`config.mk`:
```
export PLATFORM = sky130hd
export DESIGN_NAME = debug_unit
export DESIGN_NICKNAME = d
export VERILOG_FILES = /design/src/rtl/debug_unit.sv
export SDC_FILE = /design/constraint.sdc
export NUM_CORES = 1
export LEC_CHECK = 0
export ABC_CLOCK_PERIOD_IN_PS = 6400
export CORE_MARGIN = 2
export CORE_UTILIZATION = 40
export CTS_BUF_LIST = sky130_fd_sc_hd__clkbuf_4
export DETAILED_ROUTE_END_ITERATION = 7
export GPL_ROUTABILITY_DRIVEN = 1
export GPL_TIMING_DRIVEN = 0
export PLACE_DENSITY = 0.66
export SETUP_SLACK_MARGIN = 0.5
export SKIP_LAST_GASP = 1
export SLEW_MARGIN = 30
export SYNTH_ARGS = -nofsm -noshare
export SYNTH_HDL_FRONTEND = slang
export SYNTH_SLANG_ARGS = --single-unit
```
`constraint.sdc`:
```
create_clock -name clk -period 6.4 [get_ports clk]
set_clock_uncertainty 0.05 [all_clocks]
set_input_delay 1.28 -clock clk [delete_from_list [all_inputs] [get_ports clk]]
set_output_delay 1.28 -clock clk [all_outputs]
set_load 0.1 [all_outputs]
```
`src/rtl/debug_unit.sv`:
```
// debug_unit: byte-command controller between a UART transceiver and the
// pipeline. The host loads instruction memory, runs the core until it halts
// or steps it one cycle at a time, and then reads back PC and the executed
// cycle count.
//
// Commands accepted in IDLE (all other bytes are ignored):
//   'L' (0x4C) : 16-bit little-endian word count N, then 4*N bytes, each word
//                little-endian. The core is held in reset while loading.
//   'R' (0x52) : run until halt, then report.
//   'S' (0x53) : step one cycle, then report.
// Report: 8 bytes, pc[7:0] .. pc[31:24], then cycle count in the same order.
//
// Ports:
//   clk, reset                   system clock, synchronous active-low reset
//   rx_data, rx_done             received byte and its one-cycle strobe
//   tx_data, tx_start, tx_done   byte to send, send request, send complete
//   imem_wr_en/addr/data         instruction-memory write port
//   cpu_reset, cpu_enable        pipeline reset (active high), clock enable
//   halt, pc                     pipeline status inputs
module debug_unit #(
    parameter int LEN        = 32,
    parameter int ADDR_WIDTH = 10
) (
    input  logic                  clk,
    input  logic                  reset,
    input  logic [7:0]            rx_data,
    input  logic                  rx_done,
    output logic [7:0]            tx_data,
    output logic                  tx_start,
    input  logic                  tx_done,
    output logic                  imem_wr_en,
    output logic [ADDR_WIDTH-1:0] imem_wr_addr,
    output logic [LEN-1:0]        imem_wr_data,
    output logic                  cpu_reset,
    output logic                  cpu_enable,
    input  logic                  halt,
    input  logic [LEN-1:0]        pc
);

    localparam logic [7:0] CMD_LOAD = 8'h4C;
    localparam logic [7:0] CMD_RUN  = 8'h52;
    localparam logic [7:0] CMD_STEP = 8'h53;

    typedef enum logic [3:0] {
        IDLE,
        LOAD_CNT_LO,
        LOAD_CNT_HI,
        LOAD_BYTE,
        WRITE,
        RUN,
        STEP,
        SEND,
        WAIT_TX
    } state_t;

    state_t      state;
    logic [15:0] word_count;
    logic [15:0] word_idx;
    logic [1:0]  byte_idx;
    logic [23:0] word_buf;     // first three bytes of the word being received
    logic [31:0] cycle_count;
    logic [55:0] tx_shift;     // report bytes still to be sent, LSB first
    logic [2:0]  tx_idx;       // report bytes already acknowledged

    // Enable is combinational on halt so the core stops in the same cycle
    // halt rises; the counter therefore never counts a cycle the core skipped.
    assign cpu_enable = (state == STEP) || ((state == RUN) && !halt);

    always_ff @(posedge clk) begin
        if (!reset) begin
            state        <= IDLE;
            tx_data      <= '0;
            tx_start     <= 1'b0;
            imem_wr_en   <= 1'b0;
            imem_wr_addr <= '0;
            imem_wr_data <= '0;
            cpu_reset    <= 1'b1;
            word_count   <= '0;
            word_idx     <= '0;
            byte_idx     <= '0;
            word_buf     <= '0;
            cycle_count  <= '0;
            tx_shift     <= '0;
            tx_idx       <= '0;
        end else begin
            tx_start   <= 1'b0;
            imem_wr_en <= 1'b0;
            if (cpu_enable) begin
                cycle_count <= cycle_count + 32'd1;
            end

            case (state)
                IDLE: begin
                    if (rx_done) begin
                        case (rx_data)
                            CMD_LOAD: begin
                                cpu_reset   <= 1'b1;
                                cycle_count <= '0;
                                state       <= LOAD_CNT_LO;
                            end
                            CMD_RUN:  state <= halt ? SEND : RUN;
                            CMD_STEP: state <= halt ? SEND : STEP;
                            default:  state <= IDLE;
                        endcase
                    end
                end

                LOAD_CNT_LO: begin
                    if (rx_done) begin
                        word_count[7:0] <= rx_data;
                        state           <= LOAD_CNT_HI;
                    end
                end

                LOAD_CNT_HI: begin
                    if (rx_done) begin
                        word_count[15:8] <= rx_data;
                        word_idx         <= '0;
                        byte_idx         <= '0;
                        if ({rx_data, word_count[7:0]} == 16'd0) begin
                            cpu_reset <= 1'b0;
                            state     <= IDLE;
                        end else begin
                            state <= LOAD_BYTE;
                        end
                    end
                end

                LOAD_BYTE: begin
                    if (rx_done) begin
                        byte_idx <= byte_idx + 2'd1;
                        if (byte_idx == 2'd3) begin
                            imem_wr_en   <= 1'b1;
                            imem_wr_addr <= word_idx[ADDR_WIDTH-1:0];
                            imem_wr_data <= LEN'({rx_data, word_buf});
                            state        <= WRITE;
                        end else begin
                            word_buf <= {rx_data, word_buf[23:8]};
                        end
                    end
                end

                WRITE: begin
                    word_idx <= word_idx + 16'd1;
                    if (word_idx + 16'd1 == word_count) begin
                        cpu_reset <= 1'b0;
                        state     <= IDLE;
                    end else begin
                        state <= LOAD_BYTE;
                    end
                end

                RUN: begin
                    if (halt) begin
                        state <= SEND;
                    end
                end

                STEP: state <= SEND;

                SEND: begin
                    // Core is stopped here, so pc and the counter are stable.
                    tx_data  <= pc[7:0];
                    tx_shift <= {cycle_count, pc[31:8]};
                    tx_idx   <= '0;
                    tx_start <= 1'b1;
                    state    <= WAIT_TX;
                end

                WAIT_TX: begin
                    if (tx_done) begin
                        if (tx_idx == 3'd7) begin
                            state <= IDLE;
                        end else begin
                            tx_data  <= tx_shift[7:0];
                            tx_shift <= {8'h00, tx_shift[55:8]};
                            tx_idx   <= tx_idx + 3'd1;
                            tx_start <= 1'b1;
                        end
                    end
                end

                default: state <= IDLE;
            endcase
        end
    end

endmodule

```
# --- After elaboration in Yosys (flattened, before gate mapping) ---
# Cells that the tools add are included.
classes:
  bitwise_logic: 1
  n_mux: 42
  n_addsub: 4
  reduce_logical: 19
  n_eq_ne: 26
op_table:
  columns: ["cell", "n"]
  rows:
  - ["32-bit 2-to-1 mux", 4]
  - ["56-bit 2-to-1 mux", 2]
  - ["56-bit case mux with 2 select lines", 1]
  - ["4-bit case mux with 9 select lines", 1]
  - ["32-bit by 1-bit adder with 32-bit output (second input constant)", 1]
  - ["4-bit 2-to-1 mux", 8]
  - ["16-bit case mux with 2 select lines", 1]
  - ["8-bit by 7-bit equality test with 1-bit output (second input constant)", 3]
  - ["2-bit inequality test (second input constant)", 11]
  - ["16-bit by 1-bit adder with 16-bit output (second input constant)", 1]
  - ["16-bit equality test", 1]
  - ["4-bit by 3-bit equality test with 1-bit output (second input constant)", 4]
  - ["16-bit zero test", 1]
  - ["16-bit 2-to-1 mux", 1]
  - ["8-bit 2-to-1 mux", 2]
  - ["8-bit case mux with 2 select lines", 1]
  - ["3-bit AND reduction", 5]
  - ["2-bit 2-to-1 mux", 5]
  - ["1-bit 2-to-1 mux", 9]
  - ["3-bit case mux with 3 select lines", 1]
  - ["4-bit by 2-bit equality test with 1-bit output (second input constant)", 2]
  - ["8-bit AND reduction", 1]
  - ["3-bit 2-to-1 mux", 2]
  - ["3-bit case mux with 2 select lines", 1]
  - ["19 further kinds", 23]
word_totals:
  inputBits: 45
  wordCells: 107
  reg_bits: 206

# --- Longest topological paths before layout ---
logic_depth:
  word_depth: 7
  mapped_depth: 9
  depth_no_buf: 8

# --- Least setup slack after synthesis ---
# Ideal clock, no wire load.
synth_path:
  path_kind: "in2out"
  startpoint: "in halt"
  endpoint: "out cpu_enable"
  path_buffers: 1
  required_ns: 5.070
  arrival_ns: 1.942
  stages: 3
  setup_slack_ns: 3.128
  path_cell_list: "nor3b_1 > o21a_1 > buf_4"
synth_between:
  elab_chain_cells: 3
synth_rtl:
  columns: ["element", "line_no", "rtl"]
  rows:
  - ["start, declared", "36", "input logic halt,"]
  - ["1-bit zero test", "67", "assign cpu_enable = (state == STEP) || ((state == RUN) && !halt);"]
  - ["1-bit logical AND", "67", null]
  - ["1-bit logical OR", "67", null]
  - ["end, declared", "35", "output logic cpu_enable,"]
# No other way between the ends.

# --- Worst setup path after layout ---
# Same ends and word-level chain as after synthesis.

==> flow_summary.ini <==
[status]
status = finished, final reports clean

[route]
post_drt_wl_per_cell_um = 15.8
num_vias = 8450
initialDrtViolationCount = 612
drc = 0
via_per_inst = 5.26
drtPass1Iterations = 5
wl_mm = 25.4
drt.antenna.violating_nets = 0

[clocking]
cts_tree = yes
cts_setup_buffers = 0
numClockSinks = 206
cts_buffers = 54
cts_resized = 0
htreeDepth = 2
clockBufferDepth = 3
worst_setup_hold_path_clk_slew_ns = 0.07
root_buffer = clkbuf_4
clock_latency_ns = 0.70
postCtsHoldBufs = 0

[finish]
finalNetCount = 1335
final_layout_size_suffix_gt1_share_pct = 10.8
area_delta_synth_final_pct = 22.0
final-seq-area_mm2 = 0.00412
fill_cells = 2243
multi_input_area_mm2 = 0.00457

[global_routing]
grt_overflow_total = 0
grt_pass1_wl_mm = 41.1
grt_max_degree = 17
grtUsageTotal_pct = 21.0
grt_pass1_vias = 8032
antenna_found_initial = 1

[logic_synthesis]
synth_common_cells = nand2_1 (282), dfxtp_1 (206), nor2_1 (131)
ys_seq_elements = 206
yosysMostFrequentCell = nand2_1
synth_nets = 1181
synth_edf_count = 0
async_flop_share_pct = 0
synth_cells = 1131
synth.largest_area_cell = dfxtp_1
avgSynthCellArea_um2 = 8.10
yosysWarnings = 0
synth_top_area_share_pct = 45.0
yosysSeqAreaShare_pct = 45.0
netlist_area_mm2 = 0.00916
ys.flop_type = dfxtp_1
synth_area_leaders = dfxtp_1 (45%), nand2_1 (12%), a311oi_1 (5.5%)
ys_types = 62

[worst_setup_path]
required_ns = 5.07
crit_slowest_cell = clkdlybuf4s50_1
path_common_cell = clkdlybuf4s50_1
slowest_delay_ns = 1.14
crit_chain = clkdlybuf4s50_1, nor3b_1, o21a_1, buf_4, clkdlybuf4s50_1
cp-start-kind = input pin
crit_path_end_kind = output port
cp.arrival_ns = 3.61
critical_path_class = input pin to output port
cp_max_fo = 7

[power_and_ir_drop]
power_density_mw_per_mm2 = 239
ir_drop_uv = 121
leakagePower_uw = 0.00394

[sta]
finalMaxSlewViolations = 0
finalCriticalPeriod_ns = 4.94
hold_ws_ns = 0.343
relSlewSlack_pct = 31.3
rsz0062_at_grt = false
finalSetupViolCount = 0
fmax_mhz = 202
hold_viol = 0
tightestPinTransition_ns = 1.03
post-route-period-util_pct = 77.2
tns_ns = 0

[floorplanning]
core_area_mm2 = 0.0226
die_area_mm2 = 0.0241
num_rows = 55
initial_core_util_pct = 40.6
io_pins = 99
die_h_um = 155
die_w_um = 155

[worst_hold_path]
min_path_type = flop to flop

[placement]
dpl.hpwl_mm = 18.0
gp_congestion = 0.908
io_buffers = 98

[job]
maxCapViolCount = 0
-- placed cells by master (no fill, tap or decap), types with 8 or more instances in the layout --
cell type,synthesis,routed
o21ai_0,21,21
clkbuf_4,0,82
nor2_1,131,131
clkdlybuf4s50_1,0,97
nor2b_1,10,10
buf_2,23,24
and3_1,17,17
clkbuf_1,49,49
nand4_1,18,18
a21boi_0,21,21
dfxtp_1,206,206
nand2_1,282,282
a311oi_1,57,57
nor3_1,13,13
mux2i_1,18,18
a22oi_1,8,8
xnor2_1,19,19
nor4_1,10,10
xor2_1,31,31
a21oi_1,73,73
nand3_1,24,24
-- area by class of cell --
| type | count | share of cell area (%) |
|---|---|---|
| Tap cell | 285 | 3.19 |
| Multi-Input combinational cell | 833 | 40.9 |
| Inverter | 7 | 0.235 |
| Clock buffer | 82 | 5.51 |
| Buffer | 85 | 3.91 |
| Antenna cell | 1 | 0.0224 |
| Sequential cell | 206 | 36.9 |
| Timing Repair Buffer | 98 | 8.73 |
| Clock inverter | 8 | 0.604 |
-- worst paths after layout --
path | from | to | slack [ns] | cells after the start
max reg2reg | word_idx[1] | cpu_reset | 3.56 | 8
max | halt | cpu_enable | 1.46 | 5
min reg2reg | word_buf[7] | imem_wr_data[7] | 0.34 | 2
min | word_buf[7] | imem_wr_data[7] | 0.34 | 2
-- through the flow --
stage	area (um^2)	setup WS [ns]	std cells	utilization [%]	power (uW)
2_1_floorplan	9160	3.13	1131	-	1470
3_3_place_gp	10500	1.44	1514	46.5	1550
3_5_place_dp	10500	1.44	1514	46.5	1550
4_1_cts	11200	1.44	1604	49.5	2710
5_1_grt	11200	1.37	1605	49.5	2800
6_report	11200	1.46	1605	49.5	2670
-- state kept, by name (all words and copies together) (netlist names) --
signal and flops:
byte_idx 2, cpu_reset 1, cycle_count 32, imem_wr_addr 10, imem_wr_data 32, imem_wr_en 1, state 4, tx_data 8
tx_idx 3, tx_shift 56, tx_start 1, word_buf 24, word_count 16, word_idx 16
-- critical path: cells and delay by family --
| kind | cells | cell delay, ns |
|---|---|---|
| buf+inv | 3 | 1.81 |
| compound gates | 1 | 0.16 |
| simple gates | 1 | 0.36 |
-- power breakdown --
group | internal, uW | leakage, uW | switching (uW) | total [uW]
combinational | 69.9 | 0.00186 | 132 | 202
clock | 619 | 0.000410 | 530 | 1150
sequential | 1310 | 0.00167 | 13.9 | 1320
total | 2000 | 0.00394 | 677 | 2670
-- routing by layer --
metal / GRT usage, % / part of all wire, % / up-vias / wire [um]
li1: - / - / 4248 / -
met1: 29.3 / 48 / 3922 / 12300
met2: 32.8 / 44 / 235 / 11100
met3: 4.04 / 5.7 / 45 / 1440
met4: 6.77 / 2.1 / 0 / 533
met5: 0 / 0 / - / 0
-- logic make-up after synthesis --
group                      after synthesis  synth area share [%]
buffers and inverters                   92                  5.05
xor gates and xnor gates                50                  4.78
adders and majority gates                5                 0.683
and+or+nand+nor                        552                  27.1
muxes                                   18                  1.97
DFF                                    206                  45.0
AOI/OAI and AO/OA                      208                  15.4
Note: power is estimated with default switching activity, not from simulation.
